===== config.mk =====
export PLATFORM = sky130hd
export DESIGN_NAME = serial_adder
export DESIGN_NICKNAME = d
export VERILOG_FILES = /design/src/rtl/serial_adder_pkg.sv /design/src/rtl/full_adder.sv /design/src/rtl/serial_adder.sv
export SDC_FILE = /design/constraint.sdc
export NUM_CORES = 1
export LEC_CHECK = 0
export CELL_PAD_IN_SITES_DETAIL_PLACEMENT = 1
export CELL_PAD_IN_SITES_GLOBAL_PLACEMENT = 1
export CORE_ASPECT_RATIO = 0.9
export CORE_MARGIN = 10
export CORE_UTILIZATION = 38
export DETAILED_ROUTE_END_ITERATION = 10
export PLACE_DENSITY = 0.77
export SKIP_CTS_REPAIR_TIMING = 1
export SLEW_MARGIN = 20
export SYNTH_ARGS = -nofsm -noshare
export SYNTH_HDL_FRONTEND = slang
export SYNTH_SLANG_ARGS = --single-unit

===== constraint.sdc =====
create_clock -name clk -period 2.95 [get_ports clk]
set_input_delay 0.4425 -clock clk [delete_from_list [all_inputs] [get_ports clk]]
set_output_delay 0.4425 -clock clk [all_outputs]
set_load 0.05 [all_outputs]

===== src/rtl/serial_adder_pkg.sv =====
// Shared types and sizing helpers for the bit-serial adder/subtractor.
package serial_adder_pkg;

  typedef enum logic [1:0] {
    IDLE  = 2'd0,
    SHIFT = 2'd1,
    DONE  = 2'd2
  } state_t;

  // Bit-counter width; a 1-bit operand still needs a 1-bit counter.
  function automatic int cnt_width(input int width);
    return (width <= 1) ? 1 : $clog2(width);
  endfunction

endpackage


===== src/rtl/full_adder.sv =====
// Single-bit combinational full-adder cell shared by every serial step.
module full_adder (
  input  logic a,
  input  logic b,
  input  logic cin,
  output logic s,
  output logic cout
);

  assign s    = a ^ b ^ cin;
  assign cout = (a & b) | (a & cin) | (b & cin);

endmodule


===== src/rtl/serial_adder.sv =====
// Bit-serial adder/subtractor: one full-adder cell, LSB first, start/busy/done handshake.
module serial_adder
  import serial_adder_pkg::*;
#(
  parameter int WIDTH = 8
) (
  input  logic             clk,
  input  logic             reset,
  input  logic             start,
  input  logic             sub,
  input  logic [WIDTH-1:0] a,
  input  logic [WIDTH-1:0] b,
  output logic             busy,
  output logic             done,
  output logic [WIDTH-1:0] sum,
  output logic             cout,
  output logic             ovf
);

  localparam int CW = cnt_width(WIDTH);
  localparam logic [CW-1:0] LAST = CW'(WIDTH - 1);

  state_t            state_q, state_d;
  logic [CW-1:0]     cnt_q, cnt_d;
  logic [WIDTH-1:0]  a_q, a_d;
  logic [WIDTH-1:0]  b_q, b_d;
  logic [WIDTH-1:0]  sum_q, sum_d;
  logic              carry_q, carry_d;
  logic              cout_q, cout_d;
  logic              ovf_q, ovf_d;
  logic              fa_s, fa_co;

  full_adder u_fa (
    .a    (a_q[cnt_q]),
    .b    (b_q[cnt_q]),
    .cin  (carry_q),
    .s    (fa_s),
    .cout (fa_co)
  );

  always_comb begin
    // NOTE: every _d gets its hold value first so no path can infer a latch;
    // blocking assignments are correct here because this block is combinational.
    state_d = state_q;
    cnt_d   = cnt_q;
    a_d     = a_q;
    b_d     = b_q;
    sum_d   = sum_q;
    carry_d = carry_q;
    cout_d  = cout_q;
    ovf_d   = ovf_q;

    unique case (state_q)
      IDLE: begin
        if (start) begin
          // Subtraction is A + ~B + 1: invert B once here and seed the carry with 1.
          state_d = SHIFT;
          a_d     = a;
          b_d     = sub ? ~b : b;
          carry_d = sub;
          cnt_d   = '0;
          sum_d   = '0;
          cout_d  = 1'b0;
          ovf_d   = 1'b0;
        end
      end
      SHIFT: begin
        sum_d[cnt_q] = fa_s;
        carry_d      = fa_co;
        cnt_d        = cnt_q + CW'(1);
        if (cnt_q == LAST) begin
          // carry_q is the carry into the MSB, fa_co the carry out of it.
          cout_d  = fa_co;
          ovf_d   = carry_q ^ fa_co;
          cnt_d   = '0;
          state_d = DONE;
        end
      end
      DONE:    state_d = IDLE;
      default: state_d = IDLE;
    endcase
  end

  always_ff @(posedge clk) begin
    // NOTE: operand registers are reset too, so no X ever reaches the adder cell.
    if (reset) begin
      state_q <= IDLE;
      cnt_q   <= '0;
      a_q     <= '0;
      b_q     <= '0;
      sum_q   <= '0;
      carry_q <= 1'b0;
      cout_q  <= 1'b0;
      ovf_q   <= 1'b0;
    end else begin
      // NOTE: non-blocking so every register samples pre-edge values.
      state_q <= state_d;
      cnt_q   <= cnt_d;
      a_q     <= a_d;
      b_q     <= b_d;
      sum_q   <= sum_d;
      carry_q <= carry_d;
      cout_q  <= cout_d;
      ovf_q   <= ovf_d;
    end
  end

  assign busy = (state_q != IDLE);
  assign done = (state_q == DONE);
  assign sum  = sum_q;
  assign cout = cout_q;
  assign ovf  = ovf_q;

endmodule


Word level (Yosys, flattened, before mapping)
Cells that the tools add are included.
{"block": "classes", "add_sub_neg": 1, "n_lt_le_gt_ge": 2, "eq_ne": 5, "n_mux": 23, "bitwise": 9, "reduce_logical": 8}
{"operator": "8-bit 2-to-1 mux", "n": 2}
{"operator": "8-bit case mux with 2 select lines", "n": 1}
{"operator": "8-bit bitwise mux", "n": 1}
{"operator": "8-bit NOT", "n": 1}
{"operator": "1-bit 2-to-1 mux", "n": 7}
{"operator": "1-bit binary-select mux with 3-bit select", "n": 2}
{"operator": "3-bit 2-to-1 mux", "n": 2}
{"operator": "1-bit case mux with 2 select lines", "n": 3}
{"operator": "3-bit case mux with 2 select lines", "n": 1}
{"operator": "2-bit AND reduction", "n": 3}
{"operator": "3-bit by 4-bit < comparator with 1-bit output, second input constant", "n": 1}
{"operator": "2-bit 2-to-1 mux", "n": 2}
{"operator": "2-bit inequality test, second input constant", "n": 2}
{"operator": "2-bit case mux with 2 select lines", "n": 1}
{"operator": "2-bit nonzero test", "n": 2}
{"operator": "3-bit by 1-bit adder with 3-bit output, second input constant", "n": 1}
{"operator": "1-bit bitwise AND", "n": 3}
{"operator": "1-bit demux with 3-bit select", "n": 1}
{"operator": "3-bit == test, second input constant", "n": 1}
{"operator": "3-bit by 1-bit greater-or-equal comparator with 1-bit output, second input constant", "n": 1}
{"operator": "3-bit AND reduction", "n": 1}
{"operator": "1-bit XOR", "n": 3}
{"operator": "2-bit by 1-bit == test with 1-bit output, second input constant", "n": 1}
{"operator": "2-bit == test, second input constant", "n": 1}
{"operator": "other kinds (3)", "n": 4}
{"block": "totals", "reg_bits": 32, "inputBits": 20, "out_inout_bits": 12, "elab_cells": 56}

Longest topological paths before layout
{"block": "depth", "depth_word": 8, "ltp_mapped": 8, "depth_no_buf": 7}

By module
From an unflattened synthesis, not the netlist that was laid out.
{"block": "hier_totals", "hier_cells": 186, "hier_area_um2": 1615.3}
{"module": "serial_adder", "n_inst": 1, "cells_per_inst": 185, "area_each_um2": 1595.3, "seq_area_each_um2": 640.6}
{"module": "full_adder", "n_inst": 1, "cells_per_inst": 1, "area_each_um2": 20.0, "seq_area_each_um2": 0.0}

Worst setup path before layout
Ideal clock, no wire load.
{"block": "synth_path", "path_type": "register to register", "startpoint": "register cnt_q[0]", "endpoint": "register sum_q[4] (netlist: sum[4])", "setup_ps": 70, "arrival_time_ps": 2438, "required_ps": 2880, "setup_slack_ps": 442, "path_stages_with_launch": 7, "n_path_buf": 0, "synth_period_minus_slack_ps": 2508, "path_cell_list": "dfxtp_1 -> mux4_2 -> mux2_2 -> fa_1 -> inv_1 -> or4_1 -> a21oi_1"}
{"block": "synth_via", "elab_chain_cells": 6, "elab_cells_between_ends": 13, "cone_classes": "2 x order compare; 8 x mux; 2 x bitwise; 1 x reduce/logical"}
{"item": "start: declaration", "line_no": "serial_adder.sv:24", "text": "logic [CW-1:0] cnt_q, cnt_d;"}
{"item": "start signal: assignment", "line_no": "serial_adder.sv:98", "text": "cnt_q <= cnt_d;"}
{"item": "3-bit by 4-bit < comparator with 1-bit output (implied by the code), or another cell as far along", "line_no": "serial_adder.sv:68", "text": "sum_d[cnt_q] = fa_s;"}
{"item": "1-bit logical AND (implied by the code), or another cell as far along", "line_no": "serial_adder.sv:68"}
{"item": "1-bit 2-to-1 mux (implied by the code) / 1-bit XOR (equally long branches)", "line_no": "serial_adder.sv:68, full_adder.sv:10"}
{"item": "1-bit demux with 3-bit select / 1-bit XOR (equally long branches)", "line_no": "serial_adder.sv:68, full_adder.sv:10"}
{"item": "8-bit bitwise mux (*)", "line_no": "serial_adder.sv:68"}
{"item": "8-bit case mux with 2 select lines (*)", "line_no": "serial_adder.sv:53", "text": "unique case (state_q)"}
{"item": "end signal: assignment", "line_no": "serial_adder.sv:101", "text": "sum_q <= sum_d;"}
{"item": "end: declaration", "line_no": "serial_adder.sv:27", "text": "logic [WIDTH-1:0] sum_q, sum_d;"}
Mark *: on every way between the ends. The rest lies on a longest branch, timed or not. The select of a mux whose other input is x is not followed.
A chain may end at the register's enable or synchronous reset.

Worst setup path after layout
Ends and elaborated chain as after synthesis.

==> impl_metrics.toml <==
[global_routing]
first_global_vias = 1530
track_usage_pct = 12.59
antenna_found_initial = 0
grt_pass1_wl_mm = 7.196
grt_overflow = 0
grt_max_degree = 33

[cells_and_area]
final_layout_size_suffix_gt1_share_pct = 9.852
n_antenna_cell = 0
nets = 225
mostFrequentLayoutCells = "dfxtp_1 (32), clkdlybuf4s50_1 (31), a21oi_1 (21)"
fillers = 487
stdcell_count = 251
final_common_cell = "dfxtp_1"
area_delta_synth_final_pct = 24.61
finish.utilization_pct = 49.29

[drt]
drtIter0Drc = 44
ant_nets = 0
drt_first_pass_iters = 4
wire_per_inst_um = 16.86
vias = 1359
vias_per_cell = 5.414
wirelength_mm = 4.231
drc_errors = 0

[run]
cap_violations = 0

[critical_path]
cpPeakStageDelay_ps = 570
slowest_stage = "fa_1"
critical_path_class = "reg2reg"
crit_chain = "mux4_2 -> mux2_2 -> fa_1 -> inv_1 -> or4_1 -> a21oi_1"
startpoint_type = "flip-flop"
required_ps = 3170
cp.buffers_inverters = 1
crit_fanout = 6
worstPathArrival_ps = 2900
cp_top_family = "multiplexers"
end_kind = "flip-flop"

[synth]
synthArstFlopShare_pct = 0
ys_seq_area_share_pct = 39.75
syn_area_um2 = 1612
synth.distinct_cells = 42
synth-seq-cells = 32
synth_edf_count = 0
synth_top_flop_cell = "dfxtp_1"
synth.net_count = 196
synthCells = 173
syn_area_per_cell_um2 = 9.315
ys.warnings.count = 0

[clock_tree]
cts_tree = "built"
clk_latency_ps = 290
cts_inserted_buffers = 5
clk_pin_slew_ps = 60
root_buffer = "clkbuf_8"
cts-htree-levels = 2
cts.sinks = 32
cts_buffer_depth = 2

[timing]
max-slew-margin-rel_pct = 50.44
period_share_pct = 90.86
slew_viol_final = 0
max_freq_ghz = 0.3731
rsz0062_at_grt = "no"
finalSetupViolCount = 0
worstMarginPinSlew_ps = 742.6
fin_crit_ps = 2680
setup_tns_ps = 0
hold_violations = 0
fin_skew_ps = 1.464

[pwr]
p_leak_nw = 0.6744
ir_drop_uv = 247.6
p_per_area_nw_per_um2 = 495.1
p_total_mw = 0.9942

[worst_hold_path]
hp-class = "reg2reg"

[placed_design]
gp_congestion = 0.7879
port_buffers = 31
dp.cells = 243
dp_hpwl_mm = 3.106

[floorplanning]
die_h_um = 81.78
num_rows = 22
fp.dieW_um = 88.65
start_util_pct = 39.56
dieArea_um2 = 7249
coreArea_um2 = 4074
ios = 32

[run_status]
status = "finished, final reports clean"
==> logic make-up after synthesis <==
logic type	Yosys count	share of synthesized area, %
buffers and inverters	17	6.987
AO/OA/AOI/OAI	46	19.57
AND/OR/NAND/NOR	59	20.03
flip-flops	32	39.75
multiplexers	7	5.978
adder cells (fa/ha/maj)	3	2.795
XOR/XNOR	9	4.892
==> sequential cells by signal, summed over array words and instances (netlist names) <==
name and cells:
b_q 8, ovf 1, state_q 2, cout 1, cnt_q 3, a_q 8
sum 8, carry_q 1
==> worst reg2reg max path, stage by stage (launching register included) <==
cell	delay, ps
dfxtp_1	470
mux4_2	530
mux2_2	290
fa_1	570
inv_1	100
or4_1	520
a21oi_1	130
==> power breakdown <==
part | internal (mW) | leakage [nW] | switching (mW)
clock network | 0.190 | 0.0455 | 0.162
logic | 0.0798 | 0.367 | 0.0885
registers | 0.455 | 0.262 | 0.0197
total | 0.725 | 0.674 | 0.270
==> final timing paths <==
check,start,endpoint,slack (ps),cells after the start
setup reg to reg,cnt_q[0],sum[4],270,6
hold / removal,a_q[1],a_q[1],460,2
setup / recovery,cnt_q[0],sum[4],270,6
hold reg to reg,a_q[1],a_q[1],460,2
==> cells in the mapped netlist (3+ instances only) <==
master,number,area share [%]
inv_1,3,0.70
a21oi_1,21,6.5
xnor2_1,9,4.9
or3_1,3,1.2
o211ai_1,4,1.9
nor2b_1,3,1.2
buf_4,5,2.3
nor2_1,11,2.6
nand3_1,4,1.2
a211oi_1,5,2.3
a211oi_2,4,3.1
dfxtp_1,32,40
nand2b_1,5,1.9
or4_1,3,1.4
nand2_1,18,4.2
buf_2,4,1.2
o311ai_0,4,2.2
mux2i_1,4,2.5
==> metrics by stage <==
| stage | hold slack, ps | area, µm² | setup slack [ps] |
|---|---|---|---|
| final | 460.9 | 2008 | 269.5 |
| after global placement | 452.3 | 1918 | 367.8 |
| after floorplan | 430.5 | 1612 | 441.9 |
| after global routing | 493.8 | 2008 | 126.6 |
| after detailed placement | 460.8 | 1918 | 308.7 |
| after CTS | 469.9 | 2008 | 271.5 |
==> final cells by class <==
cell class | count | area (µm²) | share of cell area (%)
well taps | 48 | 60.06 | 2.991
clock buffers | 8 | 90.09 | 4.486
multi-input cells | 124 | 858.3 | 42.74
inverters | 3 | 11.26 | 0.5607
repair buffers | 36 | 347.8 | 17.32
flip-flops and latches | 32 | 640.6 | 31.90
==> per-layer routing <==
layer,up-vias,part of all wire [%],track usage (%)
li1,676,-,-
met1,649,45,13.90
met2,24,48,21.04
met3,10,5.5,4.451
met4,0,2.0,6.452
met5,-,0,0
(Power assumes the default switching activity.)
